## src/rtl/sram_arb_pkg.sv

```systemverilog
// Shared widths, read latency and port identifiers for the dual-requester SRAM arbiter.
package sram_arb_pkg;

    localparam int DEF_DATA_WIDTH  = 32;
    localparam int DEF_ADDR_WIDTH  = 12;
    localparam int DEF_WMASK_WIDTH = DEF_DATA_WIDTH / 8;

    // Accept-to-visible response latency: issue register + macro dout register + capture.
    localparam int READ_LATENCY = 3;

    typedef enum logic {
        PORT_A = 1'b0,
        PORT_B = 1'b1
    } port_id_e;

endpackage

```

## src/rtl/sram_rsp_slot.sv

```systemverilog
// Per-requester read bookkeeping: outstanding flag and the held response with its handshake.
module sram_rsp_slot
    import sram_arb_pkg::*;
#(
    parameter int DATA_WIDTH = DEF_DATA_WIDTH
) (
    input  logic                  clk,
    input  logic                  rst_n,
    input  logic                  rd_issue_i,
    input  logic                  capture_i,
    input  logic [DATA_WIDTH-1:0] dout_i,
    input  logic                  rsp_ready_i,
    output logic                  outstanding_o,
    output logic                  rsp_valid_o,
    output logic [DATA_WIDTH-1:0] rsp_rdata_o
);

    logic                  out_q, out_d;
    logic                  valid_q, valid_d;
    logic [DATA_WIDTH-1:0] rdata_q, rdata_d;
    logic                  consume;

    assign consume = valid_q && rsp_ready_i;

    // Only one read can be in flight, so issue never collides with consume on the same slot.
    always_comb begin
        out_d   = out_q;
        valid_d = valid_q;
        rdata_d = rdata_q;
        if (rd_issue_i) begin
            out_d = 1'b1;
        end else if (consume) begin
            out_d = 1'b0;
        end
        if (capture_i) begin
            valid_d = 1'b1;
            rdata_d = dout_i;
        end else if (consume) begin
            valid_d = 1'b0;
        end
    end

    always_ff @(posedge clk or negedge rst_n) begin
        if (!rst_n) begin
            out_q   <= 1'b0;
            valid_q <= 1'b0;
            rdata_q <= '0;
        end else begin
            out_q   <= out_d;
            valid_q <= valid_d;
            rdata_q <= rdata_d;
        end
    end

    assign outstanding_o = out_q;
    assign rsp_valid_o   = valid_q;
    assign rsp_rdata_o   = rdata_q;

endmodule

```

## src/rtl/sram_dual_req_arbiter.sv

```systemverilog
// Round-robin sharing of one single-port SRAM macro between requesters A and B.
// Macro inputs are registered; read data is steered back to its issuer through a tag pipe.
module sram_dual_req_arbiter
    import sram_arb_pkg::*;
#(
    parameter int DATA_WIDTH  = DEF_DATA_WIDTH,
    parameter int ADDR_WIDTH  = DEF_ADDR_WIDTH,
    parameter int WMASK_WIDTH = DEF_WMASK_WIDTH
) (
    input  logic                   clk,
    input  logic                   rst_n,
    input  logic                   a_req_valid,
    output logic                   a_req_ready,
    input  logic                   a_req_we,
    input  logic [WMASK_WIDTH-1:0] a_req_wmask,
    input  logic [ADDR_WIDTH-1:0]  a_req_addr,
    input  logic [DATA_WIDTH-1:0]  a_req_wdata,
    output logic                   a_rsp_valid,
    input  logic                   a_rsp_ready,
    output logic [DATA_WIDTH-1:0]  a_rsp_rdata,
    input  logic                   b_req_valid,
    output logic                   b_req_ready,
    input  logic                   b_req_we,
    input  logic [WMASK_WIDTH-1:0] b_req_wmask,
    input  logic [ADDR_WIDTH-1:0]  b_req_addr,
    input  logic [DATA_WIDTH-1:0]  b_req_wdata,
    output logic                   b_rsp_valid,
    input  logic                   b_rsp_ready,
    output logic [DATA_WIDTH-1:0]  b_rsp_rdata,
    output logic                   sram_we,
    output logic [WMASK_WIDTH-1:0] sram_wmask,
    output logic [ADDR_WIDTH-1:0]  sram_addr,
    output logic [DATA_WIDTH-1:0]  sram_din,
    input  logic [DATA_WIDTH-1:0]  sram_dout
);

    localparam int TAG_STAGES = READ_LATENCY - 1;

    logic a_out, b_out;
    logic elig_a, elig_b, gnt_a, gnt_b, any_gnt;
    logic cap_a, cap_b;

    logic                   iss_we;
    logic [WMASK_WIDTH-1:0] iss_wmask;
    logic [ADDR_WIDTH-1:0]  iss_addr;
    logic [DATA_WIDTH-1:0]  iss_wdata;

    port_id_e               rr_q, rr_d;
    logic                   sram_we_q, sram_we_d;
    logic [WMASK_WIDTH-1:0] sram_wmask_q, sram_wmask_d;
    logic [ADDR_WIDTH-1:0]  sram_addr_q, sram_addr_d;
    logic [DATA_WIDTH-1:0]  sram_din_q, sram_din_d;
    logic [TAG_STAGES-1:0]  tag_vld_q, tag_vld_d;
    logic [TAG_STAGES-1:0]  tag_b_q, tag_b_d;

    // A port with a read in flight may still write; only its next read waits.
    assign elig_a  = a_req_valid && (a_req_we || !a_out);
    assign elig_b  = b_req_valid && (b_req_we || !b_out);
    assign gnt_a   = elig_a && (!elig_b || (rr_q == PORT_A));
    assign gnt_b   = elig_b && !gnt_a;
    assign any_gnt = gnt_a || gnt_b;

    assign a_req_ready = gnt_a;
    assign b_req_ready = gnt_b;

    always_comb begin
        iss_we    = gnt_a ? a_req_we    : b_req_we;
        iss_wmask = gnt_a ? a_req_wmask : b_req_wmask;
        iss_addr  = gnt_a ? a_req_addr  : b_req_addr;
        iss_wdata = gnt_a ? a_req_wdata : b_req_wdata;

        rr_d = rr_q;
        if (gnt_a) begin
            rr_d = PORT_B;
        end else if (gnt_b) begin
            rr_d = PORT_A;
        end

        sram_we_d    = any_gnt && iss_we;
        sram_wmask_d = sram_we_d ? iss_wmask : '0;
        sram_addr_d  = any_gnt ? iss_addr : sram_addr_q;
        sram_din_d   = sram_we_d ? iss_wdata : sram_din_q;

        tag_vld_d = {tag_vld_q[TAG_STAGES-2:0], any_gnt && !iss_we};
        tag_b_d   = {tag_b_q[TAG_STAGES-2:0], gnt_b};
    end

    always_ff @(posedge clk or negedge rst_n) begin
        if (!rst_n) begin
            rr_q         <= PORT_A;
            sram_we_q    <= 1'b0;
            sram_wmask_q <= '0;
            sram_addr_q  <= '0;
            sram_din_q   <= '0;
            tag_vld_q    <= '0;
            tag_b_q      <= '0;
        end else begin
            rr_q         <= rr_d;
            sram_we_q    <= sram_we_d;
            sram_wmask_q <= sram_wmask_d;
            sram_addr_q  <= sram_addr_d;
            sram_din_q   <= sram_din_d;
            tag_vld_q    <= tag_vld_d;
            tag_b_q      <= tag_b_d;
        end
    end

    assign sram_we    = sram_we_q;
    assign sram_wmask = sram_wmask_q;
    assign sram_addr  = sram_addr_q;
    assign sram_din   = sram_din_q;

    // Last tag stage lines up with the cycle in which the macro presents the read word.
    assign cap_a = tag_vld_q[TAG_STAGES-1] && !tag_b_q[TAG_STAGES-1];
    assign cap_b = tag_vld_q[TAG_STAGES-1] &&  tag_b_q[TAG_STAGES-1];

    sram_rsp_slot #(.DATA_WIDTH(DATA_WIDTH)) u_slot_a (
        .clk           (clk),
        .rst_n         (rst_n),
        .rd_issue_i    (gnt_a && !a_req_we),
        .capture_i     (cap_a),
        .dout_i        (sram_dout),
        .rsp_ready_i   (a_rsp_ready),
        .outstanding_o (a_out),
        .rsp_valid_o   (a_rsp_valid),
        .rsp_rdata_o   (a_rsp_rdata)
    );

    sram_rsp_slot #(.DATA_WIDTH(DATA_WIDTH)) u_slot_b (
        .clk           (clk),
        .rst_n         (rst_n),
        .rd_issue_i    (gnt_b && !b_req_we),
        .capture_i     (cap_b),
        .dout_i        (sram_dout),
        .rsp_ready_i   (b_rsp_ready),
        .outstanding_o (b_out),
        .rsp_valid_o   (b_rsp_valid),
        .rsp_rdata_o   (b_rsp_rdata)
    );

endmodule

```

## config.mk

```make
export PLATFORM = sky130hd
export DESIGN_NAME = sram_dual_req_arbiter
export DESIGN_NICKNAME = d
export VERILOG_FILES = /design/src/rtl/sram_arb_pkg.sv /design/src/rtl/sram_rsp_slot.sv /design/src/rtl/sram_dual_req_arbiter.sv
export SDC_FILE = /design/constraint.sdc
export NUM_CORES = 1
export LEC_CHECK = 0
export CAP_MARGIN = 20
export CORE_MARGIN = 2
export CORE_UTILIZATION = 38
export CTS_CLUSTER_DIAMETER = 120
export DETAILED_ROUTE_END_ITERATION = 16
export HOLD_SLACK_MARGIN = 0.12
export PLACE_DENSITY_LB_ADDON = 0.3
export SLEW_MARGIN = 10
export SYNTH_ARGS = -nofsm -noshare
export SYNTH_HDL_FRONTEND = slang
export SYNTH_HIERARCHICAL = 1
export SYNTH_SLANG_ARGS = --single-unit
```

## constraint.sdc

```tcl
create_clock -name clk -period 2.1 [get_ports clk]
set_clock_uncertainty 0.2 [all_clocks]
set_input_delay 0.42 -clock clk [delete_from_list [all_inputs] [get_ports clk]]
set_output_delay 0.42 -clock clk [all_outputs]
set_load 0.02 [all_outputs]
```

Word level (Yosys, flattened, before mapping)
Index checks and enable logic that the tools add are counted.
Widths: inputs -> output; s select.
{"block": "word_totals", "reg_bits": 122, "word_cells": 56}
{"block": "op_classes", "mux": 13, "bitwise": 1, "reduce_logical": 29}
{"op": "$mux 32", "count": 1}
{"op": "$logic_and 1x1->1", "count": 12}
{"op": "$mux 12", "count": 1}
{"op": "$reduce_bool 2->1", "count": 5}
{"op": "$mux 1", "count": 9}
{"op": "$logic_not 1->1", "count": 8}
{"op": "$mux 4", "count": 2}
{"op": "$logic_or 1x1->1", "count": 4}
{"op": "$not 1->1", "count": 1}

Logic depth before layout (Yosys ltp)
{"block": "logic_depth", "word_depth": 11, "mapped_depth": 7}

Hierarchy
The synthesis kept the hierarchy.
{"module": "sram_rsp_slot", "n_inst": 2, "cells_per_inst": 74, "area_per_inst_um2": 1413.9, "seq_area_each_um2": 850.8}
{"module": "sram_dual_req_arbiter", "n_inst": 1, "cells_per_inst": 188, "area_per_inst_um2": 2628.8, "seq_area_each_um2": 1351.3}

Least setup slack after synthesis
OpenSTA, ideal clock, no wires.
{"block": "synth_timing", "path_kind": "input-to-reg", "start": "input port a_req_we", "end": "register sram_din_q[13], in the netlist sram_din[13]", "setup_ns": 0.125, "t_arrival_ns": 1.683, "t_required_ns": 1.775, "slack_ns": 0.092, "stages": 6, "n_path_buf": 2, "path_cell_list": "nand2b_1 o211ai_1 buf_4 buf_2 mux2_2 mux2_4"}
{"block": "synth_via", "elab_chain_len": 7, "word_cells_on_any_way": 9, "cone_classes": "mux: 2; reduce/logical: 7"}
{"item": "from (decl)", "line": "sram_dual_req_arbiter.sv:14", "source": "input logic a_req_we,"}
{"item": "$logic_or 1x1->1", "line": "sram_dual_req_arbiter.sv:57", "source": "assign elig_a = a_req_valid && (a_req_we || !a_out);"}
{"item": "$logic_and 1x1->1", "line": "sram_dual_req_arbiter.sv:57"}
{"item": "$logic_and 1x1->1", "line": "sram_dual_req_arbiter.sv:59", "source": "assign gnt_a = elig_a && (!elig_b || (rr_q == PORT_A));"}
{"item": "$logic_not 1->1", "line": "sram_dual_req_arbiter.sv:60", "source": "assign gnt_b = elig_b && !gnt_a;"}
{"item": "$logic_and 1x1->1", "line": "sram_dual_req_arbiter.sv:60"}
{"item": "$logic_or 1x1->1", "line": "sram_dual_req_arbiter.sv:61", "source": "assign any_gnt = gnt_a || gnt_b;"}
{"item": "$logic_and 1x1->1", "line": "sram_dual_req_arbiter.sv:79", "source": "sram_we_d = any_gnt && iss_we;"}
{"item": "to (signal assigned)", "line": "sram_dual_req_arbiter.sv:102", "source": "sram_din_q <= sram_din_d;"}
{"item": "to (decl)", "line": "sram_dual_req_arbiter.sv:52", "source": "logic [DATA_WIDTH-1:0] sram_din_q, sram_din_d;"}
Several ways; a longest one is shown, not always the timed one.
A chain may end at the register's enable or synchronous reset.

Worst setup path after layout
{"block": "layout_timing", "start": "register u_slot_b.out_q, in the netlist u_slot_b/outstanding_o", "end": "register sram_din_q[16], in the netlist sram_din[16]"}
{"block": "layout_via", "elab_chain_len": 10, "word_cells_on_any_way": 12, "cone_classes": "mux: 2; reduce/logical: 10"}
{"item": "from (decl)", "line": "sram_rsp_slot.sv:18", "source": "logic out_q, out_d;"}
{"item": "from (signal assigned)", "line": "sram_rsp_slot.sv:49", "source": "out_q <= out_d;"}
{"item": "$logic_not 1->1 *", "line": "sram_dual_req_arbiter.sv:58", "source": "assign elig_b = b_req_valid && (b_req_we || !b_out);"}
{"item": "$logic_or 1x1->1 *", "line": "sram_dual_req_arbiter.sv:58"}
{"item": "$logic_and 1x1->1 *", "line": "sram_dual_req_arbiter.sv:58"}
{"item": "$logic_not 1->1", "line": "sram_dual_req_arbiter.sv:59"}
{"item": "$logic_or 1x1->1", "line": "sram_dual_req_arbiter.sv:59"}
{"item": "$logic_and 1x1->1", "line": "sram_dual_req_arbiter.sv:59"}
{"item": "$logic_not 1->1", "line": "sram_dual_req_arbiter.sv:60"}
{"item": "$logic_and 1x1->1", "line": "sram_dual_req_arbiter.sv:60"}
{"item": "$logic_or 1x1->1", "line": "sram_dual_req_arbiter.sv:61"}
{"item": "$logic_and 1x1->1", "line": "sram_dual_req_arbiter.sv:79"}
Every way passes the cells marked *; elsewhere a longest branch is shown, timed or not.

==> reports/metrics.yaml <==
timing:
  period_minus_slack_ns: 2.15
  final.setup.tns_ns: -0.762
  rsz0062_at_grt: "true"
  slew_headroom_pct: 64.6
  maxClockFrequency_mhz: 465
  fin_crit_sh_pct: 102
  slew_viol_final: 0
  finalSetupViolCount: 29
  worstMarginPinSlew_ns: 0.531
  setup_ws_ns: -0.0515
  final-hold-violation-count: 0
clock_tree:
  cts.sinks: 122
  cts_buffer_depth: 2
  cts_tree: "built"
  path_clk_slew_ns: 0.06
  clock_latency_ns: 0.40
  ctsHtreeMaxLevel: 4
  cts_buffers: 17
  ctsRootBufferMaster: "clkbuf_16"
floorplan:
  die_y_um: 124
  rows: 43
  ios: 253
  dieArea_mm2: 0.0153
  coreArea_mm2: 0.0139
  die_w_um: 124
  start_util_pct: 39.2
yosys:
  netlist.area_leader.share_pct: 56.0
  synth_most_common_cell: "dfrtp_1"
  synth_top_area_cell: "dfrtp_1"
  synth-main-ff-cell: "dfrtp_1"
  syn_area_mm2: 0.00546
  synth_common_cells: "dfrtp_1, mux2_4, mux2_2"
  synthArstFlopShare_pct: 100
  ys_types: 27
  yosys_warnings: 6
  synth.avg_cell_area_um2: 16.2
  syn-num-nets: 472
  yosysSeqAreaShare_pct: 56.0
  synth_edf_count: 0
  synth-seq-cells: 122
  syn_inst: 336
  synth_area_leaders: "dfrtp_1, mux2_4, mux2_2, buf_12, a222oi_1"
power_and_ir_drop:
  leakage_nw: 4.13
  power.density_mw_per_mm2: 1460
  total_power_mw: 13.5
  ir_drop_uv: 603
worst_setup_path:
  endpoint_kind: "flip-flop"
  crit_arrival_ns: 2.24
  critPathLaunchType: "flip-flop"
  critPathMaxFanout: 7
  crit_required_ns: 2.19
  path_class: "reg2reg"
global_route:
  grt_max_degree: 36
  antenna_found_initial: 0
  grt_use_met2_pct: 33.6
  track_usage_pct: 19.8
  grt_pass1_vias: 4279
  grt_use_met1_pct: 23.6
  busiest_layer: "met2"
  grt_remaining_overflow: 0
  gr-usage-met3_pct: 6.14
  grt_pass1_wl_um: 22700
routing:
  first_iter_violations: 260
  wl_per_cell_um: 18.3
  drc: 0
  dr.pass1.iters: 6
  vias: 3907
  antenna_left: 0
  wl_um: 14900
  viasPerCell: 4.78
finish:
  antennaDiodeCount: 0
  final_nets: 761
  stdcell_area_mm2: 0.00922
  regArea_mm2: 0.00305
  fill_cells: 960
  fin_cells: 818
  multi_input_area_mm2: 0.00220
  area_growth_syn_to_layout_pct: 68.9
  drive_gt1_share_pct: 32.6
placed_design:
  portBuffers: 252
  hpwl_um: 10100
  place.gp.congestion: 0.799
  place_area_mm2: 0.00822
  dp.cells: 771
  post-place-ws_ns: -0.666
run_status:
  status: "complete, but fails checks"
  violations: "negative setup slack"
flow_run:
  cap_violations: 0
worst_hold_path:
  hold_path.class: "reg2reg"
-- worst paths after layout --
path | startpoint | to | slack (ns) | cells past startpoint
worst max-delay path | u_slot_b/outstanding_o$_DFFE_PN0P_ | sram_din[16]$_DFFE_PN0P_ | -0.05 | 8
worst min-delay path | tag_vld_q[0]$_DFF_PN0_ | tag_vld_q[1]$_DFF_PN0_ | 0.16 | 0
worst max register to register | u_slot_b/outstanding_o$_DFFE_PN0P_ | sram_din[16]$_DFFE_PN0P_ | -0.05 | 8
worst min register to register | tag_vld_q[0]$_DFF_PN0_ | tag_vld_q[1]$_DFF_PN0_ | 0.16 | 0
max in group asynchronous | rst_n | u_slot_a/rsp_rdata_o[14]$_DFFE_PN0P_ | 0.79 | 3
min in group asynchronous | rst_n | sram_din[6]$_DFFE_PN0P_ | 0.34 | 2
-- routing by layer --
layer | vias up | wire, um
met5 | - | 0
met3 | 16 | 1090
li1 | 1786 | -
met4 | 0 | 219
met1 | 1941 | 5950
met2 | 164 | 7690
-- what timing repair did --
item / in CTS / in global routing
hold endpoints to repair: 31 / 0
buffers inserted: 10 / 2
hold buffers: 1 / 0
pin swaps: 2 / 3
endpoints found under the setup margin: 34 / 46
gates cloned: 4 / 0
gates resized for setup: 42 / 8
-- per-stage QoR --
stage | util [%] | hold slack, ns
4_1_cts | 65.9 | 0.170
6_report | 66.1 | 0.165
2_1_floorplan | - | -0.0756
5_1_grt | 66.1 | 0.172
3_3_place_gp | 59.0 | 0.133
3_5_place_dp | 59.0 | 0.157
-- registers in the layout (all words and copies together) (netlist names) --
name and cells:
rr_q 1, sram_addr 12, sram_din 32, sram_we 1, sram_wmask 4, tag_b_q 2
tag_vld_q 2, u_slot_a/outstanding_o 1, u_slot_a/rsp_rdata_o 32, u_slot_a/rsp_valid_o 1, u_slot_b/outstanding_o 1, u_slot_b/rsp_rdata_o 32
u_slot_b/rsp_valid_o 1
-- power breakdown --
| part | switching [mW] | internal [mW] | total (mW) |
|---|---|---|---|
| sequential | 0.593 | 3.37 | 3.96 |
| combinational | 2.62 | 3.62 | 6.25 |
| clock | 1.03 | 2.23 | 3.27 |
-- cell type report --
class / instances / area share [%]
flip-flops and latches: 122 / 33.1
multi-input cells: 178 / 23.9
clock inverters: 10 / 2.04
repair buffers: 289 / 32.5
well taps: 180 / 2.44
inverters: 17 / 0.720
clock buffers: 22 / 5.25
-- cells in the final DEF (no fill, tap or decap), drive strengths merged, types with 2 or more instances in the layout --
cell / synthesis / layout
clkdlybuf4s50: 0 / 245
a21o: 4 / 4
nor2: 2 / 2
clkbuf: 1 / 22
buf: 18 / 39
nand2b: 3 / 3
dlygate4sd2: 0 / 4
clkinv: 0 / 3
inv: 17 / 17
a21boi: 4 / 4
clkinvlp: 0 / 2
a222oi: 12 / 12
bufinv: 0 / 5
dfrtp: 122 / 122
mux2: 128 / 128
nor2b: 2 / 2
nand2: 12 / 12
a31oi: 2 / 2
-- cells by family after synthesis --
logic type | after synthesis | synth area share (%)
AO/OA/AOI/OAI | 28 | 4.43
buffers and inverters | 36 | 5.64
flip-flops | 122 | 56.0
multiplexers | 128 | 32.1
AND/OR/NAND/NOR | 22 | 1.86
-- worst max-delay path: stages (launching register included) --
cell,delay [ns]
dfrtp_1,0.39
nor2b_4,0.13
o211ai_1,0.24
buf_4,0.17
buf_6,0.10
buf_12,0.11
buf_16,0.14
mux2_4,0.30
mux2_4,0.26
Power figures use the tool's default switching activity.
